[src/rtl/cr16_control_fsm.sv]
// CR16 control sequencer: fetch/decode/execute FSM driving the datapath
// control bundle, program counter and conditional branch resolution.
module cr16_control_fsm (
    input  logic        I_CLK,
    input  logic        I_NRESET,
    input  logic        I_ENABLE,
    output logic        O_INSTR_REQ,
    output logic [15:0] O_INSTR_ADDR,
    input  logic        I_INSTR_VALID,
    input  logic [15:0] I_INSTRUCTION,
    input  logic [4:0]  I_STATUS_FLAGS,
    output logic [15:0] O_REG_WRITE_ENABLE,
    output logic [3:0]  O_REG_A_SELECT,
    output logic [3:0]  O_REG_B_SELECT,
    output logic        O_IMMEDIATE_SELECT,
    output logic [15:0] O_IMMEDIATE,
    output logic [3:0]  O_OPCODE,
    output logic        O_HALTED,
    output logic        O_ILLEGAL
);

    typedef enum logic [2:0] {
        S_IDLE,
        S_FETCH,
        S_DECODE,
        S_EXECUTE,
        S_HALT
    } state_t;

    state_t      state;
    logic [15:0] pc;
    logic [15:0] ir;

    logic [3:0]  cls;
    logic [3:0]  rd;
    logic [3:0]  ext;
    logic [3:0]  rs;
    logic [7:0]  imm8;
    logic [15:0] sext8;
    logic [15:0] zext8;
    logic [15:0] target;

    logic        writes;
    logic        is_branch;
    logic        is_halt;
    logic        is_illegal;
    logic        taken;
    logic        exec;

    assign cls    = ir[15:12];
    assign rd     = ir[11:8];
    assign ext    = ir[7:4];
    assign rs     = ir[3:0];
    assign imm8   = ir[7:0];
    assign sext8  = {{8{imm8[7]}}, imm8};
    assign zext8  = {8'h00, imm8};
    assign target = pc + sext8;

    always_comb begin
        writes             = 1'b0;
        is_branch          = 1'b0;
        is_halt            = 1'b0;
        is_illegal         = 1'b0;
        O_REG_A_SELECT     = 4'h0;
        O_REG_B_SELECT     = 4'h0;
        O_IMMEDIATE_SELECT = 1'b0;
        O_IMMEDIATE        = 16'h0000;
        O_OPCODE           = 4'h0;
        case (cls)
            4'h0: begin
                O_OPCODE       = ext;
                O_REG_A_SELECT = rd;
                O_REG_B_SELECT = rs;
                writes         = (ext != 4'b1011);
            end
            4'h1, 4'h9, 4'h2, 4'h3, 4'hB: begin
                O_REG_A_SELECT     = rd;
                O_IMMEDIATE_SELECT = 1'b1;
                writes             = 1'b1;
                case (cls)
                    4'h1:    begin O_OPCODE = 4'b0000; O_IMMEDIATE = sext8; end
                    4'h9:    begin O_OPCODE = 4'b0100; O_IMMEDIATE = sext8; end
                    4'h2:    begin O_OPCODE = 4'b0110; O_IMMEDIATE = zext8; end
                    4'h3:    begin O_OPCODE = 4'b0111; O_IMMEDIATE = zext8; end
                    default: begin O_OPCODE = 4'b1000; O_IMMEDIATE = zext8; end
                endcase
            end
            4'hC:    is_branch  = 1'b1;
            4'hF:    is_halt    = 1'b1;
            default: is_illegal = 1'b1;
        endcase
    end

    // Flags are {C,L,F,Z,N}; the rd field carries the condition code.
    always_comb begin
        case (rd)
            4'd0:    taken = I_STATUS_FLAGS[1];
            4'd1:    taken = !I_STATUS_FLAGS[1];
            4'd2:    taken = I_STATUS_FLAGS[4];
            4'd3:    taken = !I_STATUS_FLAGS[4];
            4'd4:    taken = I_STATUS_FLAGS[3];
            4'd5:    taken = !I_STATUS_FLAGS[3];
            4'd6:    taken = I_STATUS_FLAGS[0];
            4'd7:    taken = !I_STATUS_FLAGS[0];
            4'd14:   taken = 1'b1;
            default: taken = 1'b0;
        endcase
    end

    assign exec               = (state == S_EXECUTE) && I_ENABLE;
    assign O_INSTR_REQ        = (state == S_FETCH) && I_ENABLE;
    assign O_INSTR_ADDR       = pc;
    assign O_REG_WRITE_ENABLE = (exec && writes) ? (16'h0001 << rd) : 16'h0000;
    assign O_ILLEGAL          = exec && is_illegal;
    assign O_HALTED           = (state == S_HALT);

    always_ff @(posedge I_CLK or negedge I_NRESET) begin
        if (!I_NRESET) begin
            state <= S_IDLE;
            pc    <= 16'h0000;
            ir    <= 16'h0000;
        end else if (I_ENABLE) begin
            case (state)
                S_IDLE: state <= S_FETCH;
                S_FETCH: begin
                    if (I_INSTR_VALID) begin
                        ir    <= I_INSTRUCTION;
                        state <= S_DECODE;
                    end
                end
                S_DECODE: state <= S_EXECUTE;
                S_EXECUTE: begin
                    if (is_halt) begin
                        state <= S_HALT;
                    end else begin
                        pc    <= (is_branch && taken) ? target : pc + 16'h0001;
                        state <= S_FETCH;
                    end
                end
                S_HALT:  state <= S_HALT;
                default: state <= S_IDLE;
            endcase
        end
    end

endmodule

[config.mk]
export PLATFORM = sky130hd
export DESIGN_NAME = cr16_control_fsm
export DESIGN_NICKNAME = d
export VERILOG_FILES = /design/src/rtl/cr16_control_fsm.sv
export SDC_FILE = /design/constraint.sdc
export NUM_CORES = 1
export LEC_CHECK = 0
export BUFFER_PORTS_ARGS = -buffer_cell sky130_fd_sc_hd__buf_2
export CORE_UTILIZATION = 56
export DETAILED_ROUTE_END_ITERATION = 12
export GPL_TIMING_DRIVEN = 0
export PLACE_DENSITY = 0.89
export SLEW_MARGIN = 20
export SYNTH_ARGS = -nofsm -noshare
export SYNTH_HDL_FRONTEND = slang
export SYNTH_SLANG_ARGS = --single-unit
[constraint.sdc]
create_clock -name I_CLK -period 6.1 [get_ports I_CLK]
set_input_delay 0.915 -clock I_CLK [delete_from_list [all_inputs] [get_ports I_CLK]]
set_output_delay 0.915 -clock I_CLK [all_outputs]
set_load 0.03 [all_outputs]
==> reports/qor.csv <==
stage,metric,value,unit
clocking,CTS resizes,0,
synthesis,Yosys warnings,0,
hold_path,HP Class,flip-flop to flip-flop,
drt,WL final,7390,um
place,HPWL after DPL,5420,um
final_layout,FILL cells,367,
clocking,clk sinks,35,
synthesis,"Primary FF master, synth",dfrtp_1,
clocking,root buf cell,clkbuf_8,
synthesis,synth unique cells,53,
power_and_ir_drop,Max VDD drop,234,uV
final_layout,fin area,3400,sq um
place,post-place instance area,3280,sq um
final_layout,layout cell share with drive strength beyond 1,32.5,%
floorplan,Core ar.,4720,sq um
global_route,number of global-route vias before repair,2586,
power_and_ir_drop,Comb pwr share,57.7,%
global_route,global-route wire length before repair,11700,um
synthesis,Synth Cell Area,2760,sq um
timing,Worst-Margin Slew,0.810,ns
setup_path,worst path required time,6.28,ns
setup_path,"Arr. time, crit path",3.76,ns
global_route,M1 GR Usage,35.9,%
synthesis,async set-or-reset flop fraction in the synthesized netlist,100,%
synthesis,gate count of the mapped netlist,324,
drt,total number of vias,2833,
floorplan,io pins,89,
place,IO Port Bufs,87,
global_route,total grt overflow,0,
drt,Antenna Violating Nets Remaining,0,
timing,final hold violation count,0,
power_and_ir_drop,Seq pwr share,27.3,%
clocking,clk_lat worst skew,0.30,ns
place,GPL Wtd Cong,0.883,
floorplan,num rows,25,
global_route,largest net degree at the start of global routing,36,
clocking,"Reg clk slew, reported paths",0.07,ns
global_route,met3 Use GR,6.25,%
synthesis,syn_nets,365,
floorplan,die footprint,5210,sq um
timing,period utilisation layout,58.7,%
drt,drt pass-1 iters,7,
synthesis,register area share after synthesis,31.7,%
power_and_ir_drop,Net Sw Frac,49.2,%
timing,setup TNS,0,ns
clocking,clock buffer depth,2,
global_route,GRT Total Usage,28.8,%
setup_path,critical path class,input pin to flip-flop,
clocking,post-CTS setup repair buffer count,0,
power_and_ir_drop,P_sw,0.000733,W
final_layout,synth-to-layout area growth,23.1,%
drt,Wirelength per Cell,15.2,um
drt,Post-route DRC,0,
timing,Max Fclk,279,MHz
clocking,CTS Hold Bufs,0,
clocking,CTS buffer count,5,
floorplan,Initial Util,58.4,%
global_route,antenna violations before repair,0,
setup_path,"Max FO, Critical Path",7,
global_route,busiest grt layer,met2,
timing,final hold slack,0.469,ns
timing,Final setup viols,0,
setup_path,CP Launch Type,input pin,
final_layout,sequential cell area,876,sq um
power_and_ir_drop,Int Pwr,0.000756,W
setup_path,crit end category,flip-flop,
power_and_ir_drop,Leakage Power,1.76,nW
synthesis,synthesis-stage register bit count,35,
power_and_ir_drop,power per cell area,438,nW/um^2
drt,drt via density,5.83,
final_layout,area occupied by multi-input gates,1740,sq um
global_route,met2 Usage GRT,47.7,%
clocking,CTS tree,done,
flow_run,max cap viols,0,
clocking,H-tree depth,2,
drt,initial drt markers,185,
timing,Final Max Tran Viols,0,
timing,skew final,0.0111,ns
synthesis,syn_area_per_cell,8.52,sq um
floorplan,Die H,72.2,um
power_and_ir_drop,Clk pwr share,15.1,%
final_layout,ANT cells,0,
floorplan,die width,72.2,um
synthesis,Post-synth EDFFs,0,
timing,max_slew headroom,45.9,%
timing,unrepaired setup endpoints after global routing,false,
timing,post-route minimum period,3.58,ns
status,status,finished clean,
final_layout,Layout Nets,459,
[path summary, 6_finish.rpt]
kind	slack [ns]	from	end	depth (start not counted)
worst max register to register	2.60	ir[13]	O_INSTR_ADDR[14]	12
min in group asynchronous	0.69	I_NRESET	ir[7]	1
worst min register to register	0.47	O_INSTR_ADDR[15]	O_INSTR_ADDR[15]	1
worst max-delay path	2.52	I_STATUS_FLAGS[4]	O_INSTR_ADDR[14]	14
worst min-delay path	0.47	O_INSTR_ADDR[15]	O_INSTR_ADDR[15]	1
max in group asynchronous	4.89	I_NRESET	ir[12]	1
[cell families after synthesis]
family,share of synthesized area [%]
compound gates,18.7
xor+xnor,2.54
fa+ha+maj,7.52
buf+inv,5.21
flops,31.7
mux,8.48
simple gates,25.8
[routing by layer]
metal / vias up / part of all wire (%)
met5: - / 0
met4: 0 / 3.3
li1: 1344 / -
met1: 1334 / 42
met3: 28 / 5.9
met2: 127 / 49
[state kept, by name (all words and copies together) (netlist names)]
register      count
state             3
ir               16
O_INSTR_ADDR     16
[synthesized netlist by cell type, types with 2 or more instances]
library cell	instances	area (sq um)
a21oi_1	16	80.1
inv_1	7	26.3
and2_1	23	144
clkbuf_1	7	26.3
a21o_1	5	37.5
o31ai_1	4	30.0
nand4b_1	2	17.5
buf_4	7	52.6
ha_1	15	188
a21oi_2	3	26.3
nor3b_1	4	30.0
o211ai_2	2	25.0
o211ai_1	5	37.5
dfrtp_1	35	876
mux2i_1	2	20.0
o21ai_0	22	110
mux2_2	19	214
nand3_1	4	20.0
nand2b_1	7	43.8
xnor2_1	5	43.8
nand2_1	42	158
xor2_1	3	26.3
o21a_1	3	22.5
nor2_1	27	101
buf_2	7	35.0
or3_1	3	18.8
nand3b_1	4	30.0
nor2b_1	3	18.8
nand4_1	5	31.3
a211oi_1	5	37.5
nor3_1	6	30.0
[power by group through the flow]
stage / clock (W) / sequential (W) / combinational, W
2_1_floorplan: 0 / 0.000435 / 0.000599
3_3_place_gp: 0 / 0.000401 / 0.000824
3_5_place_dp: 0 / 0.000408 / 0.000848
4_1_cts: 0.000226 / 0.000404 / 0.000854
5_1_grt: 0.000233 / 0.000419 / 0.000927
6_report: 0.000224 / 0.000406 / 0.000859
[placed cells by master, fill, tap and decap left out, drive strengths merged, types with 7 or more instances in the layout]
cell,instances
inv,7
o211ai,7
nand2,42
ha,15
dfrtp,35
o21ai,23
mux2,19
nand2b,7
clkbuf,13
buf,102
and2,23
nor2,27
a21oi,19
[through the flow]
| stage | cells | utilization (%) | total power, W | worst slack [ns] |
|---|---|---|---|---|
| floorplan | 324 | - | 0.00103 | 2.81 |
| detailed placement | 478 | 69.4 | 0.00126 | 2.31 |
| global route | 486 | 71.9 | 0.00158 | 2.32 |
| global placement | 478 | 69.4 | 0.00123 | 2.42 |
| finish | 486 | 71.9 | 0.00149 | 2.52 |
| CTS | 486 | 71.9 | 0.00148 | 2.56 |
[cell type report]
class	count	share of cell area [%]
Buffer	22	3.46
Clock buffer	6	2.43
Clock inverter	2	1.03
Inverter	7	0.773
Multi-Input combinational cell	260	51.2
Sequential cell	35	25.8
Tap cell	67	2.47
Timing Repair Buffer	87	12.8
[worst max-delay path, cell delays in order]
cell and delay (ns):
buf_2 0.09, mux2i_1 0.19, mux2i_1 0.32, a21oi_1 0.22, nand2b_1 0.12, ha_1 0.19
inv_1 0.07, fa_1 0.40, nor2b_1 0.19, o2111ai_1 0.18, a21o_1 0.24, a211oi_1 0.37
or3_1 0.18, nand3_1 0.07
Note: power is estimated with default switching activity, not from simulation.
